## src/rtl/menu_navigator.sv

```systemverilog
// menu_navigator: parameterised on-screen menu navigation engine.
//
// Takes debounced active-low buttons. Drives the selected item index, one value
// register per item, and one-cycle ACTION / VALUE_CHG strobes.
//
// Ports:
//   CLK, RST             clock, synchronous active-high reset
//   EN                   1 = menu active, 0 = events ignored (repeat FSM idled)
//   BTN_DEB_*            debounced button levels, 0 = pressed
//   ITEM_KIND            2 bits per item: 0 action, 1 clamped value,
//                        2 wrapping value, 3 disabled
//   ITEM_MIN/MAX/INIT    VAL_W bits per item, item i at [i*VAL_W +: VAL_W]
//   SEL                  selected item index
//   VALUES               item values, same packing as ITEM_INIT
//   ACTION, ACTION_ID    ENTER on an action item (strobe + index)
//   VALUE_CHG            strobe when a stored value actually changed
//
// Build option: define MENU_NAV_AUTOREPEAT_EN to build the hold-to-repeat FSM
// for UP/DOWN/LEFT/RIGHT. Without it, only press edges generate events.
module menu_navigator #(
  parameter int N_ITEMS       = 4,
  parameter int VAL_W         = 5,
  parameter int SEL_WRAP      = 0,
  parameter int REPEAT_DELAY  = 12500000,
  parameter int REPEAT_PERIOD = 2500000
) (
  input  logic                         CLK,
  input  logic                         RST,
  input  logic                         EN,
  input  logic                         BTN_DEB_UP,
  input  logic                         BTN_DEB_DOWN,
  input  logic                         BTN_DEB_LEFT,
  input  logic                         BTN_DEB_RIGHT,
  input  logic                         BTN_DEB_ENTER,
  input  logic [2*N_ITEMS-1:0]         ITEM_KIND,
  input  logic [VAL_W*N_ITEMS-1:0]     ITEM_MIN,
  input  logic [VAL_W*N_ITEMS-1:0]     ITEM_MAX,
  input  logic [VAL_W*N_ITEMS-1:0]     ITEM_INIT,
  output logic [$clog2(N_ITEMS)-1:0]   SEL,
  output logic [VAL_W*N_ITEMS-1:0]     VALUES,
  output logic                         ACTION,
  output logic [$clog2(N_ITEMS)-1:0]   ACTION_ID,
  output logic                         VALUE_CHG
);
  localparam int SEL_W = $clog2(N_ITEMS);
  localparam logic [SEL_W-1:0] SEL_MAX = SEL_W'(N_ITEMS - 1);
  localparam logic [1:0] K_ACT = 2'd0, K_CLAMP = 2'd1, K_WRAP = 2'd2;

  // Button bit order: 0 UP, 1 DOWN, 2 LEFT, 3 RIGHT, 4 ENTER.
  // Both stages reset to "pressed" so a button held through reset must be
  // released and pressed again before it generates an event.
  logic [4:0] btn_q, btn_q2, press;

  always_ff @(posedge CLK) begin
    if (RST) begin
      btn_q  <= '0;
      btn_q2 <= '0;
    end else begin
      btn_q  <= {BTN_DEB_ENTER, BTN_DEB_RIGHT, BTN_DEB_LEFT, BTN_DEB_DOWN, BTN_DEB_UP};
      btn_q2 <= btn_q;
    end
  end

  assign press = btn_q2 & ~btn_q;

  logic       ev_vld, ev_enter;
  logic [1:0] ev_dir;

`ifdef MENU_NAV_AUTOREPEAT_EN
  localparam int RPT_MAX = (REPEAT_DELAY > REPEAT_PERIOD) ? REPEAT_DELAY : REPEAT_PERIOD;
  localparam int CNT_W   = $clog2(RPT_MAX + 1);

  typedef enum logic [1:0] {S_IDLE, S_DELAY, S_REPEAT} rpt_state_t;

  rpt_state_t       state_q, state_d;
  logic [1:0]       key_q, key_d;
  logic [CNT_W-1:0] cnt_q, cnt_d;
  logic             held, rpt_fire, new_key;

  assign held     = ~btn_q[key_q];
  // A winning direction press (ENTER outranks directions and never latches).
  assign new_key  = EN && !press[4] && (|press[3:0]);
  assign rpt_fire = held &&
                    ((state_q == S_DELAY  && cnt_q == CNT_W'(REPEAT_DELAY - 1)) ||
                     (state_q == S_REPEAT && cnt_q == CNT_W'(REPEAT_PERIOD - 1)));

  always_ff @(posedge CLK) begin
    if (RST) begin
      state_q <= S_IDLE;
      key_q   <= '0;
      cnt_q   <= '0;
    end else begin
      state_q <= state_d;
      key_q   <= key_d;
      cnt_q   <= cnt_d;
    end
  end

  always_comb begin
    state_d = state_q;
    key_d   = key_q;
    cnt_d   = cnt_q + 1'b1;
    if (!EN) begin
      state_d = S_IDLE;
      cnt_d   = '0;
    end else if (new_key) begin
      state_d = S_DELAY;
      key_d   = ev_dir;
      cnt_d   = '0;
    end else begin
      case (state_q)
        S_DELAY: begin
          if (!held) begin
            state_d = S_IDLE;
            cnt_d   = '0;
          end else if (cnt_q == CNT_W'(REPEAT_DELAY - 1)) begin
            state_d = S_REPEAT;
            cnt_d   = '0;
          end
        end
        S_REPEAT: begin
          if (!held) begin
            state_d = S_IDLE;
            cnt_d   = '0;
          end else if (cnt_q == CNT_W'(REPEAT_PERIOD - 1)) begin
            cnt_d = '0;
          end
        end
        default: cnt_d = '0;
      endcase
    end
  end
`endif

  // One event per cycle. Dropped lower-priority presses are not queued.
  always_comb begin
    ev_vld   = 1'b0;
    ev_enter = 1'b0;
    ev_dir   = 2'd0;
    if (EN) begin
      if (press[4]) begin
        ev_vld   = 1'b1;
        ev_enter = 1'b1;
      end else if (|press[3:0]) begin
        ev_vld = 1'b1;
        ev_dir = press[0] ? 2'd0 : press[1] ? 2'd1 : press[2] ? 2'd2 : 2'd3;
      end
`ifdef MENU_NAV_AUTOREPEAT_EN
      else if (rpt_fire) begin
        ev_vld = 1'b1;
        ev_dir = key_q;
      end
`endif
    end
  end

  // Value datapath for the selected item.
  logic [N_ITEMS-1:0][VAL_W-1:0] vals_q;
  logic [SEL_W-1:0]              sel_q, sel_d, aid_q;
  logic                          act_q, act_d, chg_q, chg_d, wr;
  logic [1:0]                    kind;
  logic [VAL_W-1:0]              cur_v, mn, mx, inc_v, dec_v, new_v;
  logic                          is_val, inc_wrap;

  assign kind   = ITEM_KIND[{sel_q, 1'b0} +: 2];
  assign cur_v  = vals_q[sel_q];
  assign mn     = ITEM_MIN[int'(sel_q) * VAL_W +: VAL_W];
  assign mx     = ITEM_MAX[int'(sel_q) * VAL_W +: VAL_W];
  assign is_val = (kind == K_CLAMP) || (kind == K_WRAP);
  // ENTER always increments with wrap, whatever the item kind.
  assign inc_wrap = ev_enter || (kind == K_WRAP);
  // >= / <= compares pull an out-of-range value back into range.
  assign inc_v  = (cur_v >= mx) ? (inc_wrap ? mn : mx) : cur_v + 1'b1;
  assign dec_v  = (cur_v <= mn) ? ((kind == K_WRAP) ? mx : mn) : cur_v - 1'b1;

  always_comb begin
    sel_d = sel_q;
    new_v = cur_v;
    wr    = 1'b0;
    act_d = 1'b0;
    if (ev_vld) begin
      if (ev_enter) begin
        if (kind == K_ACT) act_d = 1'b1;
        else if (is_val) begin
          new_v = inc_v;
          wr    = 1'b1;
        end
      end else begin
        case (ev_dir)
          2'd0: sel_d = (sel_q == '0) ? ((SEL_WRAP != 0) ? SEL_MAX : '0) : sel_q - 1'b1;
          2'd1: sel_d = (sel_q == SEL_MAX) ? ((SEL_WRAP != 0) ? '0 : SEL_MAX) : sel_q + 1'b1;
          2'd2: if (is_val) begin new_v = dec_v; wr = 1'b1; end
          default: if (is_val) begin new_v = inc_v; wr = 1'b1; end
        endcase
      end
    end
    chg_d = wr && (new_v != cur_v);
  end

  always_ff @(posedge CLK) begin
    if (RST) begin
      sel_q  <= '0;
      vals_q <= ITEM_INIT;
      act_q  <= 1'b0;
      aid_q  <= '0;
      chg_q  <= 1'b0;
    end else begin
      sel_q <= sel_d;
      if (wr) vals_q[sel_q] <= new_v;
      act_q <= act_d;
      if (act_d) aid_q <= sel_q;
      chg_q <= chg_d;
    end
  end

  assign SEL       = sel_q;
  assign VALUES    = vals_q;
  assign ACTION    = act_q;
  assign ACTION_ID = aid_q;
  assign VALUE_CHG = chg_q;
endmodule

```

## config.mk

```make
export PLATFORM = sky130hd
export DESIGN_NAME = menu_navigator
export DESIGN_NICKNAME = d
export VERILOG_FILES = /design/src/rtl/menu_navigator.sv
export SDC_FILE = /design/constraint.sdc
export NUM_CORES = 1
export LEC_CHECK = 0
export CORE_ASPECT_RATIO = 0.5
export CORE_MARGIN = 3
export CORE_UTILIZATION = 49
export DETAILED_ROUTE_END_ITERATION = 12
export PLACE_DENSITY = 0.86
export SYNTH_ARGS = -nofsm -noshare
export SYNTH_HDL_FRONTEND = slang
export SYNTH_SLANG_ARGS = --single-unit
```

## constraint.sdc

```tcl
create_clock -name CLK -period 5.1 [get_ports CLK]
set_input_delay 0.765 -clock CLK [delete_from_list [all_inputs] [get_ports CLK]]
set_output_delay 0.765 -clock CLK [all_outputs]
set_load 0.02 [all_outputs]
```

==> results.toml <==
[outcome]
outcome = "completed"

[clocking]
cts.sinks = 36
clock_path_buffers = 2
cts_root_buf = "clkbuf_16"
worstSkewPairLatency_ns = 0.28
htree_levels = 2
cts_tree = "done"
cts_buffers = 5
ctsResizeCount = 0
hold_buffers = 0
clk_pin_slew_ns = 0.06
cts_post_setup_buffers_inserted = 0

[floorplanning]
start_util_pct = 52.0
dieArea_sq_um = 6970
fp.dieW_um = 115
die_h_um = 60.5
io_pins = 102
row_count = 19
coreArea_sq_um = 5610

[setup_path]
reg2reg_depth = 12
r2r_slack_ns = 1.16
path_class = "flip-flop to flip-flop"
worstReg2RegEnd = "VALUES[16]"
cp_data_required_time_ns = 5.25
start_kind = "flip-flop"
r2r-start = "SEL[0]"
crit_fanout = 25
critPathArrivalTime_ns = 4.09
cp-end-kind = "flip-flop"

[synth]
synth_top_area_cell = "edfxtp_1"
yosysSeqAreaShare_pct = 31.6
synthFlopType = "edfxtp_1"
synth_nets = 363
synth-async-reset-ratio_pct = 0
synthesis.area_sq_um = 2920
synth_area_leaders = "edfxtp_1 21%, dfxtp_1 11%, mux4_2 11%, mux4_1 8.1%, a22o_1 6.0%"
synth_cells = 273
ys_warn_count = 0
synth_edf_count = 20
ys_ff_latch = 36
yosysUniqueCellTypes = 48
syn_area_per_cell_sq_um = 10.7
synth_top_area_share_pct = 20.6

[place]
io_buffers = 101
hpwl_mm = 6.77
dpl_cell_area_sq_um = 3940
place.gp.congestion = 0.977
dp_cells = 435

[sta]
final-max-slew-violation-count = 0
rsz0062_at_grt = "false"
tightestPinTransition_ns = 0.829
fin_crit_ns = 3.94
finalCritPeriodShare_pct = 77.2
hold_viol_final = 0
setup_viol = 0
fin_skew_ns = 0.00822
finalSetupTns_ns = 0
relSlewSlack_pct = 44.7
fmax_ghz = 0.254
holdWs_ns = 0.458

[pwr]
fin_total_pwr_uw = 970
max-vdd-ir-drop_uv = 187
p_int_uw = 705
powerDensity_nw_per_um2 = 236
comb_power_share_pct = 29.6
seqPwrFrac_pct = 34.5
leakagePower_uw = 0.00155
netSwitchingPower_uw = 265
p_clk_share_pct = 35.9
swShare_pct = 27.3

[route]
topRoutingLayerUsed = "met4"
wl_met1_mm = 3.44
vias = 2763
avgRoutedWirePerCell_um = 19.3
route.detailed.drc = 0
dr.pass1.iters = 5
totalWireLength_mm = 8.54
ant_nets = 0
vias_per_cell = 6.24
wl_met3_um = 783
drtIter0Drc = 218
route.met2.wl_mm = 4.20

[cells_and_area]
antennaDiodeCount = 0
stdcell_count = 443
final_area_sq_um = 4100
layout-area-overhead-vs-synth_pct = 40.8
fin_nets = 459
drive_gt1_share_pct = 10.5

[global_routing]
grt_pass1_vias = 2702
antenna_found_initial = 0
grt_max_degree = 28
grt_pass1_wl_mm = 13.1
grt_overflow = 0
grtUsageTotal_pct = 24.0

[min_path]
hold_start = "btn_q[3]"
min_to = "btn_q2[3]"
whs_path_depth = 1
hp-class = "flip-flop to flip-flop"

[job]
drv_cap = 0
layer usage:
| metal | track usage (%) | vias to the layer above |
|---|---|---|
| met2 | 42.7 | 170 |
| met3 | 4.18 | 17 |
| met5 | 0 | - |
| met4 | 6.52 | 0 |
| li1 | - | 1249 |
| met1 | 31.1 | 1327 |
placed cells by master (no fill, tap or decap), types with 2 or more instances in the layout:
master and n:
mux4_2 14, clkbuf_16 5, mux4_1 9, buf_4 3
a31oi_1 3, xor2_1 2, o21ai_0 7, xnor2_1 4
a31o_2 4, o211ai_1 2, o22ai_1 3, inv_1 15
dfxtp_1 15, a22o_1 20, a211oi_1 2, a21oi_1 6
nor2_1 13, mux2i_1 10, nand2b_1 9, a21o_1 2
nand3_1 5, mux2_2 2, ha_1 14, nor3_1 8
nor2b_1 15, a21oi_2 2, clkdlybuf4s50_1 101, nand2_1 29
o21a_1 5, o221ai_1 2, edfxtp_1 20
kinds of logic after synthesis:
family | Yosys count | synth area share [%]
compound gates | 66 | 17.3
buf+inv | 31 | 5.66
mux | 35 | 23.1
fa+ha+maj | 14 | 6.01
simple gates | 85 | 14.5
flops | 36 | 31.6
xor+xnor | 6 | 1.80
layout make-up:
type	count	area, sq um
Multi-Input combinational cell	206	1830
Tap cell	73	91.3
Fill cell	383	1510
Timing Repair Buffer	104	1030
Sequential cell	36	922
Clock inverter	3	42.5
Clock buffer	5	125
Inverter	16	60.1
power by group through the flow:
stage | combinational (uW) | clock (uW) | sequential [uW]
floorplan | 155 | 0 | 349
global placement | 271 | 0 | 339
detailed placement | 281 | 0 | 340
CTS | 283 | 348 | 334
global route | 307 | 363 | 336
finish | 287 | 348 | 334
synthesized netlist by cell type (8+ instances only):
| cell | n |
|---|---|
| nand2_1 | 29 |
| a22o_1 | 20 |
| edfxtp_1 | 20 |
| dfxtp_1 | 16 |
| inv_1 | 15 |
| nor2b_1 | 15 |
| ha_1 | 14 |
| mux4_2 | 14 |
| nor2_1 | 13 |
| mux2i_1 | 10 |
| mux4_1 | 9 |
| nand2b_1 | 9 |
| nor3_1 | 8 |
registers in the layout (all words and copies together) (netlist names):
name	count
VALUE_CHG	1
SEL	2
ACTION_ID	2
btn_q	5
btn_q2	5
VALUES	20
ACTION	1
how the worst max path moves through the flow:
| stage | startpoint | to | slack, ns | cells past startpoint |
|---|---|---|---|---|
| 2_1_floorplan | SEL[0] | VALUES[17] | 1.46 | 15 |
| 3_3_place_gp | ITEM_KIND[7] | VALUE_CHG | 1.23 | 10 |
| 3_5_place_dp | ITEM_KIND[6] | VALUES[16] | 1.13 | 11 |
| 4_1_cts | SEL[0] | VALUES[16] | 1.19 | 12 |
| 5_1_grt | SEL[0] | VALUES[1] | 0.90 | 12 |
| 6_report | SEL[0] | VALUES[16] | 1.16 | 12 |
metrics by stage:
step,util (%),setup WS [ns]
after global routing,73.1,0.898
after floorplan,-,1.46
after detailed placement,70.2,1.13
after CTS,73.1,1.19
final,73.1,1.16
after global placement,70.2,1.23
worst max-delay path: stages (launching register included):
cell	delay (ns)
dfxtp_2	0.77
buf_4	0.34
mux4_1	0.57
inv_1	0.11
ha_1	0.25
nand3_1	0.12
o22ai_1	0.10
a21oi_2	0.33
mux2_2	0.38
o22ai_1	0.23
nand2_1	0.13
o21ai_0	0.27
a22o_1	0.21
(Power assumes the default switching activity.)
==> RTL edit: new RTL, same flow settings <==
Change the parameter `SEL_WRAP` from 0 to 1.
--- a/src/rtl/menu_navigator.sv
+++ b/src/rtl/menu_navigator.sv
@@ -21,5 +21,5 @@
   parameter int N_ITEMS       = 4,
   parameter int VAL_W         = 5,
-  parameter int SEL_WRAP      = 0,
+  parameter int SEL_WRAP      = 1,
   parameter int REPEAT_DELAY  = 12500000,
   parameter int REPEAT_PERIOD = 2500000
Function: changed (Yosys sat finds a counterexample within 4 cycles, from zero or initial values and one cycle with RST high).
==> RTL edit against the unedited design <==
Sequential power increased by 2%; clock power decreased by 17%; critical path depth decreased by 3; design area increased by 0.27%; clock skew decreased by 0.0035 ns; wire length increased by 13%; setup slack got worse by 0.13 ns; sequential share of layout area decreased by 0.061 points; total power increased by 2.9%; sequential cell count unchanged; synthesized area increased by 0.60%; critical path type unchanged; critical endpoint is now VALUES[1]; largest power group is now combinational logic; highest routed layer unchanged.
==> RTL edit: results (changes against the unedited design) <==
Share of cells above drive strength 1: 0.0959 (-0.00955)
Layout fillers: 417 (+8.9%)
Synth Net Count: 384 (+5.8%)
Root Buffer: clkbuf_16
PortBufs: 101 (unchanged)
Synth area leaders: edfxtp_1 20%, mux4_2 16%, dfxtp_1 11%, ha_1 7.7%, a22o_1 4.2%
Outcome: complete, no violations
Max incr delay on CP: 0.74 ns (-0.03 ns)
Htree depth: 2 (unchanged)
Primary FF master, synth: edfxtp_1
Asr flop ratio synth: 0 (unchanged)
Routed wire length: 9610 um (+13%)
Worst hold slack: 0.469 ns (+0.0114 ns)
Worst-Skew Late Latency: 0.28 ns (about the same)
Largest net degree at the start of global routing: 33 (+18%)
DP Wirelength: 7550 um (+11%)
CP top delay family: compound AO/OA/AOI/OAI gates
Clock buffer depth: 2 (unchanged)
Netlist cell types: 46 (-4.2%)
PostCTS Resize Cnt: 0 (unchanged)
DR iter-0 viols: 257 (+18%)
Register area share after synthesis: 0.314 (-0.00189)
CP max FO: 15 (-40%)
Post-synth EDFFs: 20 (unchanged)
Relative slew slack: 0.558 (+0.111)
Slowest cell on crit path: mux4_2
Worst-path clk slew: 0.05 ns
First-pass GRT wire length: 14700 um (+13%)
Pre-CTS setup slack: 0.897 ns (-0.237 ns)
Highest Clock Rate: 0.246 GHz (-3.3%)
Arr. time, crit path: 4.07 ns (-0.02 ns)
CTS Buf Count: 5 (unchanged)
Most frequent cells after synthesis: 29 x nand2_1, 21 x mux4_2, 20 x edfxtp_1
Vias in the first global route: 2838 (+5.0%)
VDD IR-drop max: 212 uV (+13%)
Hold Path Class: reg -> reg
Ys Warns: 0 (unchanged)
Routed Antenna Nets: 0 (unchanged)
Post-Route Skew: 0.00472 ns (-0.00350 ns)
GPL Wtd Cong: 0.895 (-8.5%)
# nets final: 479 (+4.4%)
Total global-route track usage: 0.276 (+0.0363)
Via density: 6.21 (-0.45%)
LEAKAGE: 1.55 nW (about the same)
Finish-stage setup viols: 0 (unchanged)
Drt pass-1 iters: 5 (unchanged)
Post-CTS Setup Bufs: 0 (unchanged)
Inserted Diodes: 0 (unchanged)
Largest register FFs: 20 (unchanged)
Antenna violations before repair: 0 (unchanged)
Worst reg2reg setup slack: 1.03 ns (-0.13 ns)
-- RTL edit: changes by cell type after synthesis, moves of 6 or more --
cell     change
a21oi_1      +6
mux4_1       -9
nor3_1       -6
mux4_2       +7
a21o_1       +6
a22o_1       -6
o21ai_0     +11
-- RTL edit: cell families after synthesis --
| group | share of synthesized area |
|---|---|
| XOR/XNOR | 0.0209 |
| buffers and inverters | 0.0465 |
| AND/OR/NAND/NOR | 0.151 |
| AO/OA/AOI/OAI | 0.184 |
| multiplexers | 0.206 |
| flip-flops | 0.314 |
| adder cells (fa/ha/maj) | 0.0768 |
-- RTL edit: report_power, final --
group          switching, mW  leakage, nW  internal [mW]
combinational          0.186         1.15          0.180
clock                  0.110       0.0645          0.179
sequential            0.0147        0.335          0.327
-- RTL edit: per-layer routing --
layer / vias to the layer above / GRT usage / part of all wire
met3: 22 / 0.0438 / 0.071
met4: 0 / 0.0769 / 0.022
li1: 1297 / - / -
met1: 1373 / 0.355 / 0.42
met5: - / 0 / 0
met2: 158 / 0.498 / 0.49
-- RTL edit: through the flow --
| stage | std cells | instance area [sq um] |
|---|---|---|
| 4_1_cts | 459 | 4120 |
| 3_3_place_gp | 451 | 3980 |
| 3_5_place_dp | 451 | 3980 |
| 5_1_grt | 459 | 4120 |
| 2_1_floorplan | 290 | 2930 |
| 6_report | 459 | 4120 |
-- RTL edit: final timing paths --
check / start / endpoint / cells after the start
max: SEL[0] / VALUES[1] / 9
max reg2reg: SEL[0] / VALUES[1] / 9
min: btn_q[0] / btn_q2[0] / 1
min reg2reg: btn_q[0] / btn_q2[0] / 1
-- RTL edit: final cells by class --
| type | count | area [sq um] | area share |
|---|---|---|---|
| clock buffers | 6 | 129 | 0.0313 |
| multi-input cells | 224 | 1880 | 0.456 |
| inverters | 14 | 52.6 | 0.0128 |
| well taps | 73 | 91.3 | 0.0222 |
| clock inverters | 2 | 11.3 | 0.00274 |
| flip-flops and latches | 36 | 922 | 0.224 |
| repair buffers | 104 | 1030 | 0.251 |
